`config.mk`:
```
export PLATFORM = sky130hd
export DESIGN_NAME = lcd_ctrl
export DESIGN_NICKNAME = d
export VERILOG_FILES = /design/src/rtl/lcd_ctrl.sv
export SDC_FILE = /design/constraint.sdc
export NUM_CORES = 1
export LEC_CHECK = 0
export CELL_PAD_IN_SITES_DETAIL_PLACEMENT = 0
export CELL_PAD_IN_SITES_GLOBAL_PLACEMENT = 1
export CORE_ASPECT_RATIO = 1.25
export CORE_MARGIN = 2
export CORE_UTILIZATION = 44
export DETAILED_ROUTE_END_ITERATION = 10
export PLACE_DENSITY = 0.91
export SLEW_MARGIN = 20
export SYNTH_ARGS = -nofsm -noshare
export SYNTH_HDL_FRONTEND = slang
export SYNTH_HIERARCHICAL = 1
export SYNTH_SLANG_ARGS = --single-unit
```
`constraint.sdc`:
```
create_clock -name i_clk -period 4.5 [get_ports i_clk]
set_input_delay 0.45 -clock i_clk [delete_from_list [all_inputs] [get_ports i_clk]]
set_output_delay 0.45 -clock i_clk [all_outputs]
set_load 0.01 [all_outputs]
```
`src/rtl/lcd_ctrl.sv`:
```
// lcd_fifo: small generic FIFO for queued LCD writes, with registered pointers and count.
// Latency: a pushed entry is poppable from the next cycle; pop_dat is read combinationally from the head entry.
// Backpressure: push_rdy drops when full, unless a pop fires in the same cycle, so full-with-pop still accepts.
module lcd_fifo #(
    parameter int WIDTH = 9,
    parameter int DEPTH = 4
) (
    input  logic                     i_clk,
    input  logic                     i_reset,
    input  logic                     push_vld,
    input  logic [WIDTH-1:0]         push_dat,
    output logic                     push_rdy,
    output logic                     pop_vld,
    input  logic                     pop_rdy,
    output logic [WIDTH-1:0]         pop_dat,
    output logic [$clog2(DEPTH):0]   nxt_count
);
    localparam int AW = $clog2(DEPTH);
    localparam logic [AW:0] FULL_CNT = (AW+1)'(DEPTH);

    logic [WIDTH-1:0] mem [DEPTH];
    logic [AW-1:0]    wr_ptr;
    logic [AW-1:0]    rd_ptr;
    logic [AW:0]      count;
    logic             push_fire;
    logic             pop_fire;

    assign pop_vld   = (count != '0);
    assign pop_fire  = pop_rdy && pop_vld;
    assign push_rdy  = (count != FULL_CNT) || pop_fire;
    assign push_fire = push_vld && push_rdy;
    assign pop_dat   = mem[rd_ptr];

    // Occupancy after this edge, used by the owner for registered status flags.
    always_comb begin
        nxt_count = count;
        case ({push_fire, pop_fire})
            2'b10:   nxt_count = count + 1'b1;
            2'b01:   nxt_count = count - 1'b1;
            default: nxt_count = count;
        endcase
    end

    // Storage array; contents need no reset since count gates visibility.
    always_ff @(posedge i_clk) begin
        if (push_fire) begin
            mem[wr_ptr] <= push_dat;
        end
    end

    // Pointers and occupancy.
    always_ff @(posedge i_clk) begin
        if (i_reset) begin
            wr_ptr <= '0;
            rd_ptr <= '0;
            count  <= '0;
        end else begin
            if (push_fire) wr_ptr <= wr_ptr + 1'b1;
            if (pop_fire)  rd_ptr <= rd_ptr + 1'b1;
            count <= nxt_count;
        end
    end
endmodule

// lcd_ctrl: HD44780 sequencer; runs power-on init, then replays queued {RS,byte} writes with panel timing.
// Latency: a write to an idle block enters SETUP next cycle; EN rises T_SETUP cycles later.
// Backpressure: none upstream; writes to a full FIFO are dropped and latch o_ovf (ON bit still updates).
module lcd_ctrl #(
    parameter int T_PWRON     = 750000,
    parameter int T_SETUP     = 3,
    parameter int T_EN        = 12,
    parameter int T_HOLD      = 2,
    parameter int T_EXEC      = 2000,
    parameter int T_EXEC_LONG = 82000,
    parameter int DEPTH       = 4
) (
    input  logic        i_clk,
    input  logic        i_reset,
    input  logic        i_wr,
    input  logic [31:0] i_wdata,
    output logic        o_busy,
    output logic        o_full,
    output logic        o_ovf,
    output logic        o_lcd_on,
    output logic        o_lcd_en,
    output logic        o_lcd_rs,
    output logic        o_lcd_rw,
    output logic [7:0]  o_lcd_data
);
    localparam int CMAX = (T_PWRON > T_EXEC_LONG) ? T_PWRON : T_EXEC_LONG;
    localparam int CW   = $clog2(CMAX + 1);
    localparam int AW   = $clog2(DEPTH);
    localparam logic [AW:0] FULL_CNT = (AW+1)'(DEPTH);

    typedef struct packed {
        logic       rs;
        logic [7:0] dat;
    } entry_t;

    typedef enum logic [2:0] {
        S_PWRON,
        S_IDLE,
        S_SETUP,
        S_EN,
        S_HOLD,
        S_EXEC
    } state_t;

    state_t          state, state_nxt;
    logic [CW-1:0]   cnt, cnt_nxt;
    logic            in_init, in_init_nxt;
    logic [1:0]      init_idx, init_idx_nxt;
    logic            issue;
    entry_t          issue_ent;
    logic            pop;
    logic            long_exec;
    entry_t          push_ent;
    entry_t          head_ent;
    logic            fifo_vld;
    logic            push_rdy;
    logic [AW:0]     nxt_count;
    logic            unused_wdata;

    // Fixed init program: 8-bit/2-line/5x8, display on, clear, entry mode increment.
    function automatic logic [7:0] init_cmd(input logic [1:0] idx);
        case (idx)
            2'd0:    init_cmd = 8'h38;
            2'd1:    init_cmd = 8'h0C;
            2'd2:    init_cmd = 8'h01;
            default: init_cmd = 8'h06;
        endcase
    endfunction

    assign push_ent.rs  = i_wdata[8];
    assign push_ent.dat = i_wdata[7:0];
    assign unused_wdata = ^i_wdata[30:9];
    assign o_lcd_rw     = 1'b0;

    // Clear and home (and the home alias 0x03) need the long execution wait.
    assign long_exec = !o_lcd_rs && (o_lcd_data == 8'h01 || o_lcd_data == 8'h02 || o_lcd_data == 8'h03);

    lcd_fifo #(
        .WIDTH ($bits(entry_t)),
        .DEPTH (DEPTH)
    ) u_fifo (
        .i_clk     (i_clk),
        .i_reset   (i_reset),
        .push_vld  (i_wr),
        .push_dat  (push_ent),
        .push_rdy  (push_rdy),
        .pop_vld   (fifo_vld),
        .pop_rdy   (pop),
        .pop_dat   (head_ent),
        .nxt_count (nxt_count)
    );

    // Next-state, counter reload, and transaction issue decisions.
    always_comb begin
        state_nxt    = state;
        cnt_nxt      = cnt;
        in_init_nxt  = in_init;
        init_idx_nxt = init_idx;
        issue        = 1'b0;
        issue_ent    = '0;
        pop          = 1'b0;
        case (state)
            S_PWRON: begin
                if (cnt == '0) begin
                    state_nxt     = S_SETUP;
                    cnt_nxt       = CW'(T_SETUP - 1);
                    in_init_nxt   = 1'b1;
                    init_idx_nxt  = 2'd0;
                    issue         = 1'b1;
                    issue_ent.dat = init_cmd(2'd0);
                end else begin
                    cnt_nxt = cnt - 1'b1;
                end
            end
            S_IDLE: begin
                if (fifo_vld) begin
                    pop       = 1'b1;
                    issue     = 1'b1;
                    issue_ent = head_ent;
                    state_nxt = S_SETUP;
                    cnt_nxt   = CW'(T_SETUP - 1);
                end
            end
            S_SETUP: begin
                if (cnt == '0) begin
                    state_nxt = S_EN;
                    cnt_nxt   = CW'(T_EN - 1);
                end else begin
                    cnt_nxt = cnt - 1'b1;
                end
            end
            S_EN: begin
                if (cnt == '0) begin
                    state_nxt = S_HOLD;
                    cnt_nxt   = CW'(T_HOLD - 1);
                end else begin
                    cnt_nxt = cnt - 1'b1;
                end
            end
            S_HOLD: begin
                if (cnt == '0) begin
                    state_nxt = S_EXEC;
                    cnt_nxt   = long_exec ? CW'(T_EXEC_LONG - 1) : CW'(T_EXEC - 1);
                end else begin
                    cnt_nxt = cnt - 1'b1;
                end
            end
            S_EXEC: begin
                if (cnt != '0) begin
                    cnt_nxt = cnt - 1'b1;
                end else if (in_init && init_idx != 2'd3) begin
                    init_idx_nxt  = init_idx + 1'b1;
                    issue         = 1'b1;
                    issue_ent.dat = init_cmd(init_idx + 1'b1);
                    state_nxt     = S_SETUP;
                    cnt_nxt       = CW'(T_SETUP - 1);
                end else if (in_init) begin
                    in_init_nxt = 1'b0;
                    state_nxt   = S_IDLE;
                end else if (fifo_vld) begin
                    pop       = 1'b1;
                    issue     = 1'b1;
                    issue_ent = head_ent;
                    state_nxt = S_SETUP;
                    cnt_nxt   = CW'(T_SETUP - 1);
                end else begin
                    state_nxt = S_IDLE;
                end
            end
            default: begin
                state_nxt = S_IDLE;
            end
        endcase
    end

    // State, counter, pins and status flags; all outputs are registered.
    always_ff @(posedge i_clk) begin
        if (i_reset) begin
            state      <= S_PWRON;
            cnt        <= CW'(T_PWRON);
            in_init    <= 1'b0;
            init_idx   <= 2'd0;
            o_lcd_en   <= 1'b0;
            o_lcd_rs   <= 1'b0;
            o_lcd_data <= 8'h00;
            o_lcd_on   <= 1'b1;
            o_busy     <= 1'b1;
            o_full     <= 1'b0;
            o_ovf      <= 1'b0;
        end else begin
            state    <= state_nxt;
            cnt      <= cnt_nxt;
            in_init  <= in_init_nxt;
            init_idx <= init_idx_nxt;
            o_lcd_en <= (state_nxt == S_EN);
            if (issue) begin
                o_lcd_rs   <= issue_ent.rs;
                o_lcd_data <= issue_ent.dat;
            end
            if (i_wr) begin
                o_lcd_on <= i_wdata[31];
            end
            if (i_wr && !push_rdy) begin
                o_ovf <= 1'b1;
            end
            o_busy <= (state_nxt != S_IDLE) || (nxt_count != '0);
            o_full <= (nxt_count == FULL_CNT);
        end
    end
endmodule

```
==> impl_metrics.csv, run 1 <==
group,metric,value,unit
run_status,outcome,"finished, final reports clean",
timing,timing.final.crit_period,3.323,ns
yosys,synth-edff-count,36,
yosys,largest_family_of_logic_cells_by_synthesized_area,"compound AO/OA/AOI/OAI gates",
routing,route.final.wire_length,10370,um
routing,vias,3484,
timing,rsz0062_at_grt,"false",
timing,worstMarginPinSlew,0.9991,ns
power,switching_power_summed_over_all_nets,409.2,uW
clock_tree,clock_sink_count,85,
yosys,synth_compound_gate_area_share,0.1945,
routing,post_detailed_route_drc_marker_count,0,
final_layout,finalNetCount,498,
critical_path,path_max_fanout,9,
final_layout,area.growth.synth_to_final,14.09,%
yosys,yosys_warnings,6,
routing,drtAntennaViolNets,0,
critical_path,critPathArrivalTime,3.53,ns
routing,drt-initial-drc-count,259,
power,internal-power,1315,uW
clock_tree,insertion_delay,0.35,ns
critical_path,critical-path-max-stage-delay,0.43,ns
clock_tree,root_buffer,"sky130_fd_sc_hd__clkbuf_16",
timing,final-setup-viol-count,0,
global_route,grt-ovfl-total,0,
power,power_frac_seq,0.491,
routing,wl_per_cell,17.76,um
floorplanning,die_w,94.28,um
yosys,syn-cell-area,4483,sq um
power,total_leakage_power,0.001674,uW
timing,clock.fmax,300.9,MHz
yosys,synthXorXnorAreaFrac,0.01954,
clock_tree,cts-buffers-inserted,9,
power,max-vdd-ir-drop,251.2,uV
placed_design,place.port_buffers,26,
clock_tree,htree_num_levels,3,
power,clock_power_share,0.450,
final_layout,antennaDiodeCount,0,
floorplanning,placeableCoreArea,10000,sq um
placed_design,dp.final_hpwl,7163,um
timing,setup-tns-final,0,ns
yosys,post-synth-top-area-cell,"sky130_fd_sc_hd__edfxtp_1",
yosys,netlist_top_cells_count,"sky130_fd_sc_hd__dfxtp_1, sky130_fd_sc_hd__edfxtp_1, sky130_fd_sc_hd__nor2_1, sky130_fd_sc_hd__inv_1, sky130_fd_sc_hd__o21ai_0",
final_layout,post_layout_nonfiller_instances,584,
timing,max_slew_margin,0.3339,
clock_tree,cts_resized,0,
critical_path,timing.setup.critical_path_class,"flop to flop",
yosys,netlist-cell-type-count,74,
global_route,gr-usage-all-layers,0.1996,
critical_path,critical_path_buf_inv_count,2,
final_layout,footprint_of_the_multi_input_gates,2212,sq um
power,combinationalPowerShare,0.059,
global_route,grt_pass1_vias,3382,
floorplanning,dieHeight,116.9,um
timing,finalMaxSlewViolations,0,
yosys,postSynthRegisterBits,85,
timing,final_hold_viol_count,0,
floorplanning,dieArea,11020,sq um
min_path,hp-class,"flop to flop",
timing,clock-skew-final,0.01406,ns
power,power.switching_fraction,0.2373,
critical_path,cp.required,4.71,ns
final_layout,num-fill-cells,907,
timing,post-route-period-util,0.7384,
final_layout,share_of_post_route_cells_with_drive_strength_above_1,0.1253,
yosys,synthMostInstantiatedCell,"sky130_fd_sc_hd__dfxtp_1",
routing,vias_per_cell,5.966,
yosys,synthesized_area_fraction_occupied_by_adder_cells,0.03796,
clock_tree,cts-hold-fix-buffers,0,
critical_path,crit_slowest_cell,"sky130_fd_sc_hd__nor4b_2",
final_layout,area.sequential,2062,sq um
yosys,post_synth_main_area_contributors,"sky130_fd_sc_hd__edfxtp_1, sky130_fd_sc_hd__dfxtp_1, sky130_fd_sc_hd__mux4_2, sky130_fd_sc_hd__ha_1, sky130_fd_sc_hd__nor2_1",
yosys,yosys.area_share.simple,0.1909,
clock_tree,clkSlewWorstSetupHoldPaths,0.07,ns
global_route,antenna_found_initial,0,
global_route,grt_start_max_net_pins,52,
placed_design,placedCellCount,568,
floorplanning,starting_density_of_the_core,0.4482,
yosys,synth_ff_type,"sky130_fd_sc_hd__dfxtp_1",
flow_run,drv_cap,0,
floorplanning,std_cell_rows,41,
yosys,synth.yosys.seq_area_share,0.4599,
yosys,syn-mean-instance-area,10.28,sq um
yosys,synthMuxAreaShare,0.04968,
critical_path,crit_chain,"inv_1 > ha_1 > nor4b_2 > nand4_1 > buf_4 > o31ai_2 > nor2b_4 > nand2_1 > fa_1 > nor2b_1 > a221o_1 > nand3_1 > nor3_1 > nand4b_1",
clock_tree,cts_post_setup_buffers_inserted,0,
routing,detailed_routing_iteration_count_for_the_pre_antenna_repair_pass,5,
floorplanning,design.portCount,50,
power,pwr_density_cell,337.2,nW/um^2
critical_path,cp-start-kind,"flop",
yosys,synth.net_count,484,
critical_path,end_kind,"flop",
yosys,yosys.area.top_type_share,0.2411,
clock_tree,clock_tree_from_tritoncts,"done",
placed_design,globalplace.congestion,0.8556,
yosys,post_synthesis_instance_total,436,
yosys,synth_async_sr_flop_share,0,
critical_path,path_delay_family,"simple AND/OR/NAND/NOR gates",
clock_tree,cts-root-to-sink-buffers,2,
global_route,grt_first_pass_wirelength,17020,um
routing by layer:
metal,up-vias,global-route usage,wire length (um)
li1,1695,-,-
met1,1671,0.2392,4365
met2,95,0.3500,5333
met3,23,0.03137,390
met4,0,0.09758,284
met5,-,0,0
power by group through the flow:
stage	combinational (uW)	sequential, uW	clock, uW
CTS	102	847	791
global placement	97.5	861	0
finish	101	848	776
global route	113	849	819
floorplan	73.3	856	0
detailed placement	101	863	0
layout make-up:
class                      count  area share
multi-input combinational    302      0.4325
sequential                    85      0.4031
timing repair buffer          30     0.05577
clock buffer                   9     0.04403
tap                          129     0.03156
clock inverter                 7     0.01688
inverter                      22     0.01614
placed cells by master, fill, tap and decap left out, types with 5 or more instances in the layout:
master,n
sky130_fd_sc_hd__a211oi_1,5
sky130_fd_sc_hd__o31ai_1,7
sky130_fd_sc_hd__edfxtp_1,36
sky130_fd_sc_hd__nor4_1,11
sky130_fd_sc_hd__or4_1,5
sky130_fd_sc_hd__nand2b_1,5
sky130_fd_sc_hd__o211ai_1,8
sky130_fd_sc_hd__a31oi_1,13
sky130_fd_sc_hd__xnor2_1,6
sky130_fd_sc_hd__inv_1,21
sky130_fd_sc_hd__a31o_2,5
sky130_fd_sc_hd__a21oi_1,15
sky130_fd_sc_hd__o21ai_0,20
sky130_fd_sc_hd__and3_1,7
sky130_fd_sc_hd__or2_2,7
sky130_fd_sc_hd__or3_1,5
sky130_fd_sc_hd__nand3b_1,5
sky130_fd_sc_hd__dfxtp_1,49
sky130_fd_sc_hd__nor2_1,28
sky130_fd_sc_hd__nor3_1,19
sky130_fd_sc_hd__ha_1,12
sky130_fd_sc_hd__nand3_1,10
sky130_fd_sc_hd__mux4_2,9
sky130_fd_sc_hd__nor2b_1,7
sky130_fd_sc_hd__nand2_1,17
sky130_fd_sc_hd__clkdlybuf4s50_1,25
sky130_fd_sc_hd__clkbuf_16,9
per-stage QoR:
step	instance area, sq um	setup WS, ns	power [uW]	hold slack [ns]	util
after floorplan	4483	1.190	928.9	0.4578	-
after global placement	4803	1.285	958.5	0.4519	0.4802
after detailed placement	4803	1.233	964.1	0.4871	0.4802
after CTS	5115	1.181	1740	0.5023	0.5113
after global routing	5115	0.8658	1782	0.5130	0.5113
final	5115	1.177	1725	0.4970	0.5113
cells by family (layout without fill, tap and decap cells):
logic type,count (synthesis),in the layout
other,1,1
buffers and inverters,49,68
flip-flops,85,85
multiplexers,11,11
XOR/XNOR,10,10
AO/OA/AOI/OAI,118,118
adder cells (fa/ha/maj),13,13
AND/OR/NAND/NOR,149,149
flip-flops by register name, summed over array words and instances, names as in the netlist, 2 cells and up, named ones only:
signal,cells
cnt,20
init_idx,2
o_lcd_data,8
state,3
u_fifo/count,3
u_fifo/mem,36
u_fifo/rd_ptr,2
u_fifo/wr_ptr,2
worst paths after layout:
path	from	slack (ns)	end	cells after the start
worst max register to register	cnt[1]$_SDFFE_PP0P_	1.18	o_busy$_SDFF_PP1_	14
worst max-delay path	cnt[1]$_SDFFE_PP0P_	1.18	o_busy$_SDFF_PP1_	14
worst min-delay path	o_ovf$_SDFFE_PP0P_	0.50	o_ovf$_SDFFE_PP0P_	2
worst min register to register	o_ovf$_SDFFE_PP0P_	0.50	o_ovf$_SDFFE_PP0P_	2
worst register-to-register path: cells and delay by family, from the launching register on:
kind	cells	cell delay, ns
compound gates	2	0.46
fa+ha+maj	2	0.62
buf+inv	2	0.32
flops	1	0.35
simple gates	8	1.41
No activity file was read; power rests on OpenSTA's default activity.
==> run 2, diff against run 1 <==
clock period = 3.1 ns   (was 4.5 ns; I/O delays follow)
==> run 2 against run 1 <==
Against the previous run: largest cell class unchanged; critical path type unchanged; utilization grew 2.6 points; sequential share of layout area shrank 2.0 points; critical path depth shrank 1; global-route usage grew 0.46 points.
==> impl_metrics.csv, run 2 (synthesis gave the netlist of run 1 again) <==
group,metric,value,unit
power,max-vdd-ir-drop,422.1,uV
min_path,worst_hold_path.num_cells,2,
routing,detailed_routing_iteration_count_for_the_pre_antenna_repair_pass,5,
timing,worstMarginPinSlew,0.9779,ns
floorplanning,dieHeight,116.9,um
power,p_total,2675,uW
critical_path,cp-start-kind,"flop",
critical_path,critical-path-max-stage-delay,0.53,ns
final_layout,antennaDiodeCount,0,
timing,final-setup-viol-count,0,
clock_tree,cts-buffers-inserted,9,
clock_tree,htree_num_levels,3,
critical_path,critical_path.most_common_cell,"sky130_fd_sc_hd__nand2_1",
final_layout,post_layout_nonfiller_instances,607,
clock_tree,clkSlewWorstSetupHoldPaths,0.07,ns
global_route,grt-ovfl-total,0,
global_route,grt_start_max_net_pins,52,
timing,timing.final.crit_period,2.893,ns
flow_run,drv_cap,0,
final_layout,mostFrequentLayoutCells,"sky130_fd_sc_hd__dfxtp_1, sky130_fd_sc_hd__edfxtp_1, sky130_fd_sc_hd__nor2_1",
floorplanning,die_w,94.28,um
global_route,antenna_found_initial,0,
critical_path,r2r_cells,13,
timing,max_slew_margin,0.3481,
floorplanning,dieArea,11020,sq um
final_layout,largest_register_ffs,36,
power,total_leakage_power,0.001819,uW
final_layout,final_common_cell,"sky130_fd_sc_hd__dfxtp_1",
placed_design,post_dp_cell_area,4979,sq um
final_layout,area.growth.synth_to_final,19.98,%
critical_path,crit_slowest_cell,"sky130_fd_sc_hd__fa_2",
final_layout,num-fill-cells,874,
clock_tree,cts-root-to-sink-buffers,2,
clock_tree,clock_tree_from_tritoncts,"done",
global_route,grt_pass1_vias,3516,
final_layout,final_util,0.5377,
critical_path,end_kind,"flop",
timing,post-route-period-util,0.9334,
global_route,grt_first_pass_wirelength,17430,um
routing,vias_per_cell,6.137,
final_layout,reg.largest.list,"u_fifo/mem: 36 flops, cnt: 20 flops, o_lcd_data: 8 flops",
global_route,gr-usage-all-layers,0.2043,
final_layout,share_of_post_route_cells_with_drive_strength_above_1,0.1862,
critical_path,critPathArrivalTime,3.10,ns
power,pwr_density_cell,497.3,nW/um^2
floorplanning,design.portCount,50,
floorplanning,placeableCoreArea,10000,sq um
placed_design,place.port_buffers,26,
timing,clock-skew-final,0.009240,ns
clock_tree,root_buffer,"sky130_fd_sc_hd__clkbuf_16",
floorplanning,std_cell_rows,41,
routing,route.final.wire_length,10730,um
min_path,hp-class,"flop to flop",
timing,final_hold_viol_count,0,
floorplanning,starting_density_of_the_core,0.4482,
routing,wl_per_cell,17.68,um
routing,drt-initial-drc-count,247,
final_layout,finalNetCount,521,
critical_path,timing.setup.critical_path_class,"flop to flop",
placed_design,globalplace.congestion,0.8456,
timing,clock.fmax,345.6,MHz
critical_path,path_max_fanout,4,
critical_path,crit_chain,"inv_2 > ha_4 > nor4b_4 > nand4_1 > o31ai_4 > nor2b_4 > nand2_1 > fa_2 > inv_1 > o21ai_2 > nand2_1 > nor3_2 > nand4b_1",
final_layout,post-route-cell-area,5379,sq um
timing,finalMaxSlewViolations,0,
clock_tree,clock_sink_count,85,
clock_tree,insertion_delay,0.35,ns
routing,vias,3725,
routing,post_detailed_route_drc_marker_count,0,
run_status,outcome,"finished, final reports clean",
placed_design,placedCellCount,589,
clock_tree,cts-hold-fix-buffers,0,
routing,drtAntennaViolNets,0,
critical_path,cp.required,3.30,ns
final_layout,largest_register,"u_fifo/mem",
placed_design,dp.final_hpwl,7548,um
run 2: changes by cell type in the layout (fill, tap and decap cells not counted), moves of 2 or more:
| cell | delta |
|---|---|
| sky130_fd_sc_hd__bufinv_16 | +2 |
| sky130_fd_sc_hd__inv_2 | +2 |
| sky130_fd_sc_hd__inv_1 | -2 |
| sky130_fd_sc_hd__buf_4 | +23 |
run 2: through the flow:
step,hold slack [ns],setup WS [ns],TNS (ns)
after detailed placement,0.4697,0.2106,0
after floorplan,0.4089,0.008933,0
after global routing,0.5026,-0.04115,-0.04115
after global placement,0.4522,0.2343,0
final,0.4798,0.2065,0
after CTS,0.4845,0.1485,0
run 2: routing by layer:
| layer | vias up | share of wire | global-route usage |
|---|---|---|---|
| met3 | 20 | 0.044 | 0.04353 |
| met5 | - | 0 | 0 |
| met4 | 0 | 0.021 | 0.08406 |
| met2 | 120 | 0.52 | 0.3557 |
| li1 | 1746 | - | - |
| met1 | 1839 | 0.42 | 0.2463 |
run 2: worst paths after layout:
check                                          from            endpoint  slack, ns
worst min-delay path             o_ovf$_SDFFE_PP0P_  o_ovf$_SDFFE_PP0P_       0.48
worst min register to register   o_ovf$_SDFFE_PP0P_  o_ovf$_SDFFE_PP0P_       0.48
worst max register to register  cnt[0]$_SDFFE_PP0P_   o_busy$_SDFF_PP1_       0.21
worst max-delay path            cnt[0]$_SDFFE_PP0P_   o_busy$_SDFF_PP1_       0.21
run 2: area by class of cell:
type	count	area [sq um]	area share
inverter	22	82.58	0.01535
clock inverter	7	126.4	0.02349
multi-input combinational	302	2262	0.4206
sequential	85	2063	0.3836
timing repair buffer	53	457.9	0.08514
clock buffer	9	225.2	0.04187
tap	129	161.4	0.03001
run 2: critical path: cells and delay by family, from the launching register on:
kind	cells	cell delay, ns
AO/OA/AOI/OAI	2	0.47
adder cells (fa/ha/maj)	2	0.67
buffers and inverters	2	0.16
flip-flops	1	0.34
AND/OR/NAND/NOR	7	1.12
run 2: repair_timing:
item | in CTS | in global routing
setup buffers | 0 | 2
resized for setup | 0 | 10
endpoints found under the setup margin | 0 | 2
run 2: where the power goes:
group / switching, uW / internal [uW]
clock: 473 / 799
combinational: 97.5 / 80.7
sequential: 23.9 / 1200
total: 594 / 2080
==> run 3, diff against run 2 <==
PLACE_DENSITY = 0.76   (was 0.91)
==> run 3 against run 2 <==
Against the previous run: fmax is 0.37% higher; non-clock buffer count up 5; critical endpoint unchanged; routed wire length shrank 1.8%; largest cell class unchanged; combinational power barely moved; cell area decreased by 0.42%; global-route usage increased by 0.12 points; worst hold slack got worse by 0.017 ns.
==> impl_metrics.csv, run 3 (synthesis gave the netlist of run 1 again) <==
group,metric,value,unit
run_status,outcome,"finished, final reports clean",
floorplanning,dieArea,11020,sq um
clock_tree,root_buffer,"sky130_fd_sc_hd__clkbuf_16",
timing,rsz0062_at_grt,"false",
routing,detailed_routing_iteration_count_for_the_pre_antenna_repair_pass,5,
global_route,gr-usage-all-layers,0.2055,
routing,post_detailed_route_drc_marker_count,0,
power,total_leakage_power,0.001824,uW
global_route,grt-ovfl-total,0,
clock_tree,cts-root-to-sink-buffers,2,
timing,final_hold_viol_count,0,
floorplanning,std_cell_rows,41,
global_route,grt_first_pass_wirelength,17540,um
final_layout,mostFrequentLayoutCells,"sky130_fd_sc_hd__dfxtp_1, sky130_fd_sc_hd__edfxtp_1, sky130_fd_sc_hd__buf_4",
timing,max_slew_margin,0.4752,
floorplanning,placeableCoreArea,10000,sq um
timing,finalMaxSlewViolations,0,
routing,drt-initial-drc-count,189,
placed_design,dp.final_hpwl,7647,um
placed_design,place.port_buffers,26,
routing,route.final.wire_length,10540,um
critical_path,setup.reg_to_reg.worst_slack,0.22,ns
floorplanning,design.portCount,50,
final_layout,num-fill-cells,887,
routing,drtAntennaViolNets,0,
final_layout,share_of_post_route_cells_with_drive_strength_above_1,0.1905,
power,p_total,2469,uW
placed_design,place_worst_setup_slack,0.1801,ns
timing,clock-skew-final,0.007598,ns
critical_path,path_max_fanout,7,
critical_path,cp.required,3.31,ns
timing,setup-tns-final,0,ns
clock_tree,insertion_delay,0.34,ns
final_layout,final_common_cell,"sky130_fd_sc_hd__dfxtp_1",
critical_path,end_kind,"flop",
clock_tree,clkSlewWorstSetupHoldPaths,0.07,ns
floorplanning,starting_density_of_the_core,0.4482,
floorplanning,dieHeight,116.9,um
final_layout,largest_register_ffs,36,
power,max-vdd-ir-drop,482.7,uV
critical_path,cp-start-kind,"flop",
timing,timing.final.crit_period,2.883,ns
global_route,antenna_found_initial,0,
critical_path,worstReg2RegEnd,"o_busy$_SDFF_PP1_",
final_layout,largest_register,"u_fifo/mem",
timing,postLayoutSetupSlackWorst,0.2173,ns
critical_path,critPathArrivalTime,3.09,ns
timing,post-route-period-util,0.9299,
routing,wl_per_cell,17.23,um
final_layout,area.sequential,2062,sq um
clock_tree,clock_sink_count,85,
placed_design,placedCellCount,595,
clock_tree,clock_tree_from_tritoncts,"done",
final_layout,footprint_of_the_multi_input_gates,2256,sq um
placed_design,globalplace.congestion,0.8309,
global_route,grt_start_max_net_pins,29,
routing,vias,3599,
final_layout,antennaDiodeCount,0,
critical_path,r2r_cells,12,
min_path,min_to,"o_lcd_data[2]$_SDFFE_PP0P_",
flow_run,drv_cap,0,
critical_path,timing.rr.start,"cnt[14]$_SDFFE_PP1P_",
timing,clock.fmax,346.9,MHz
critical_path,timing.setup.critical_path_class,"flop to flop",
routing,vias_per_cell,5.881,
floorplanning,die_w,94.28,um
final_layout,finalNetCount,526,
clock_tree,htree_num_levels,3,
final_layout,post_layout_nonfiller_instances,612,
global_route,grt_pass1_vias,3537,
clock_tree,cts-buffers-inserted,9,
power,pwr_density_cell,461.0,nW/um^2
min_path,hold_path.startpoint,"i_reset",
min_path,hp-class,"primary input to flop",
final_layout,area.growth.synth_to_final,19.48,%
timing,final-setup-viol-count,0,
final_layout,reg.largest.list,"u_fifo/mem: 36 flops, cnt: 20 flops, o_lcd_data: 8 flops",
min_path,worst_hold_path.num_cells,2,
timing,worstMarginPinSlew,0.7835,ns
==> run 3: cell count changes in the layout (fill, tap and decap cells not counted), sizes merged <==
cell | before | now
clkinv | 0 | 2
clkinvlp | 1 | 0
inv | 25 | 27
bufinv | 3 | 0
buf | 28 | 33
==> run 3: per-stage QoR <==
step / utilization / hold slack [ns] / area [sq um]
2_1_floorplan: - / 0.4089 / 4509
3_3_place_gp: 0.5022 / 0.4528 / 5024
3_5_place_dp: 0.5022 / 0.4750 / 5024
4_1_cts: 0.5321 / 0.4423 / 5323
5_1_grt: 0.5355 / 0.4915 / 5356
6_report: 0.5355 / 0.4631 / 5356
==> run 3: layer usage <==
layer | vias to the layer above | track usage | part of all wire
met1 | 1760 | 0.2544 | 0.42
met3 | 15 | 0.02241 | 0.026
met2 | 68 | 0.3638 | 0.53
met4 | 0 | 0.08889 | 0.018
li1 | 1756 | - | -
met5 | - | 0 | 0
==> run 3: critical path, cell delays in order, from the launching register on <==
cell                        delay (ns)
sky130_fd_sc_hd__dfxtp_1          0.38
sky130_fd_sc_hd__nor4_1           0.35
sky130_fd_sc_hd__buf_4            0.19
sky130_fd_sc_hd__nand4_1          0.16
sky130_fd_sc_hd__o31ai_4          0.32
sky130_fd_sc_hd__nor2b_4          0.19
sky130_fd_sc_hd__nand2_1          0.08
sky130_fd_sc_hd__fa_2             0.52
sky130_fd_sc_hd__inv_1            0.06
sky130_fd_sc_hd__o2111ai_1        0.12
sky130_fd_sc_hd__nand2_1          0.12
sky130_fd_sc_hd__nor3_2           0.18
sky130_fd_sc_hd__nand4b_1         0.10
==> run 3: final cells by class <==
class / instances / area share
multi-input combinational: 302 / 0.4212
clock buffer: 9 / 0.04205
tap: 129 / 0.03013
clock inverter: 7 / 0.01378
timing repair buffer: 58 / 0.09250
sequential: 85 / 0.3850
inverter: 22 / 0.01542
==> run 3: how the worst max path moves through the flow <==
stage	startpoint	endpoint	slack, ns	cells past startpoint
final	cnt[14]$_SDFFE_PP1P_	o_busy$_SDFF_PP1_	0.22	12
after global routing	cnt[1]$_SDFFE_PP0P_	o_busy$_SDFF_PP1_	0.02	13
after CTS	cnt[0]$_SDFFE_PP0P_	o_busy$_SDFF_PP1_	0.17	13
after detailed placement	cnt[0]$_SDFFE_PP0P_	o_busy$_SDFF_PP1_	0.18	13
after global placement	cnt[0]$_SDFFE_PP0P_	o_busy$_SDFF_PP1_	0.23	13
after floorplan	cnt[0]$_SDFFE_PP0P_	o_busy$_SDFF_PP1_	0.009	14
==> run 3: timing repair <==
| action | in CTS | in global routing |
|---|---|---|
| setup endpoints to repair | 0 | 2 |
| hold buffers | 0 | 0 |
| resized for setup | 0 | 8 |
| hold endpoints to repair | 0 | 0 |
| buffers inserted | 0 | 1 |
==> run 3: power breakdown <==
| part | internal [uW] | switching (uW) | leakage [uW] |
|---|---|---|---|
| clock | 571 | 498 | 0.000148 |
| sequential | 1200 | 23.3 | 0.000728 |
| combinational | 81.7 | 94.8 | 0.000948 |
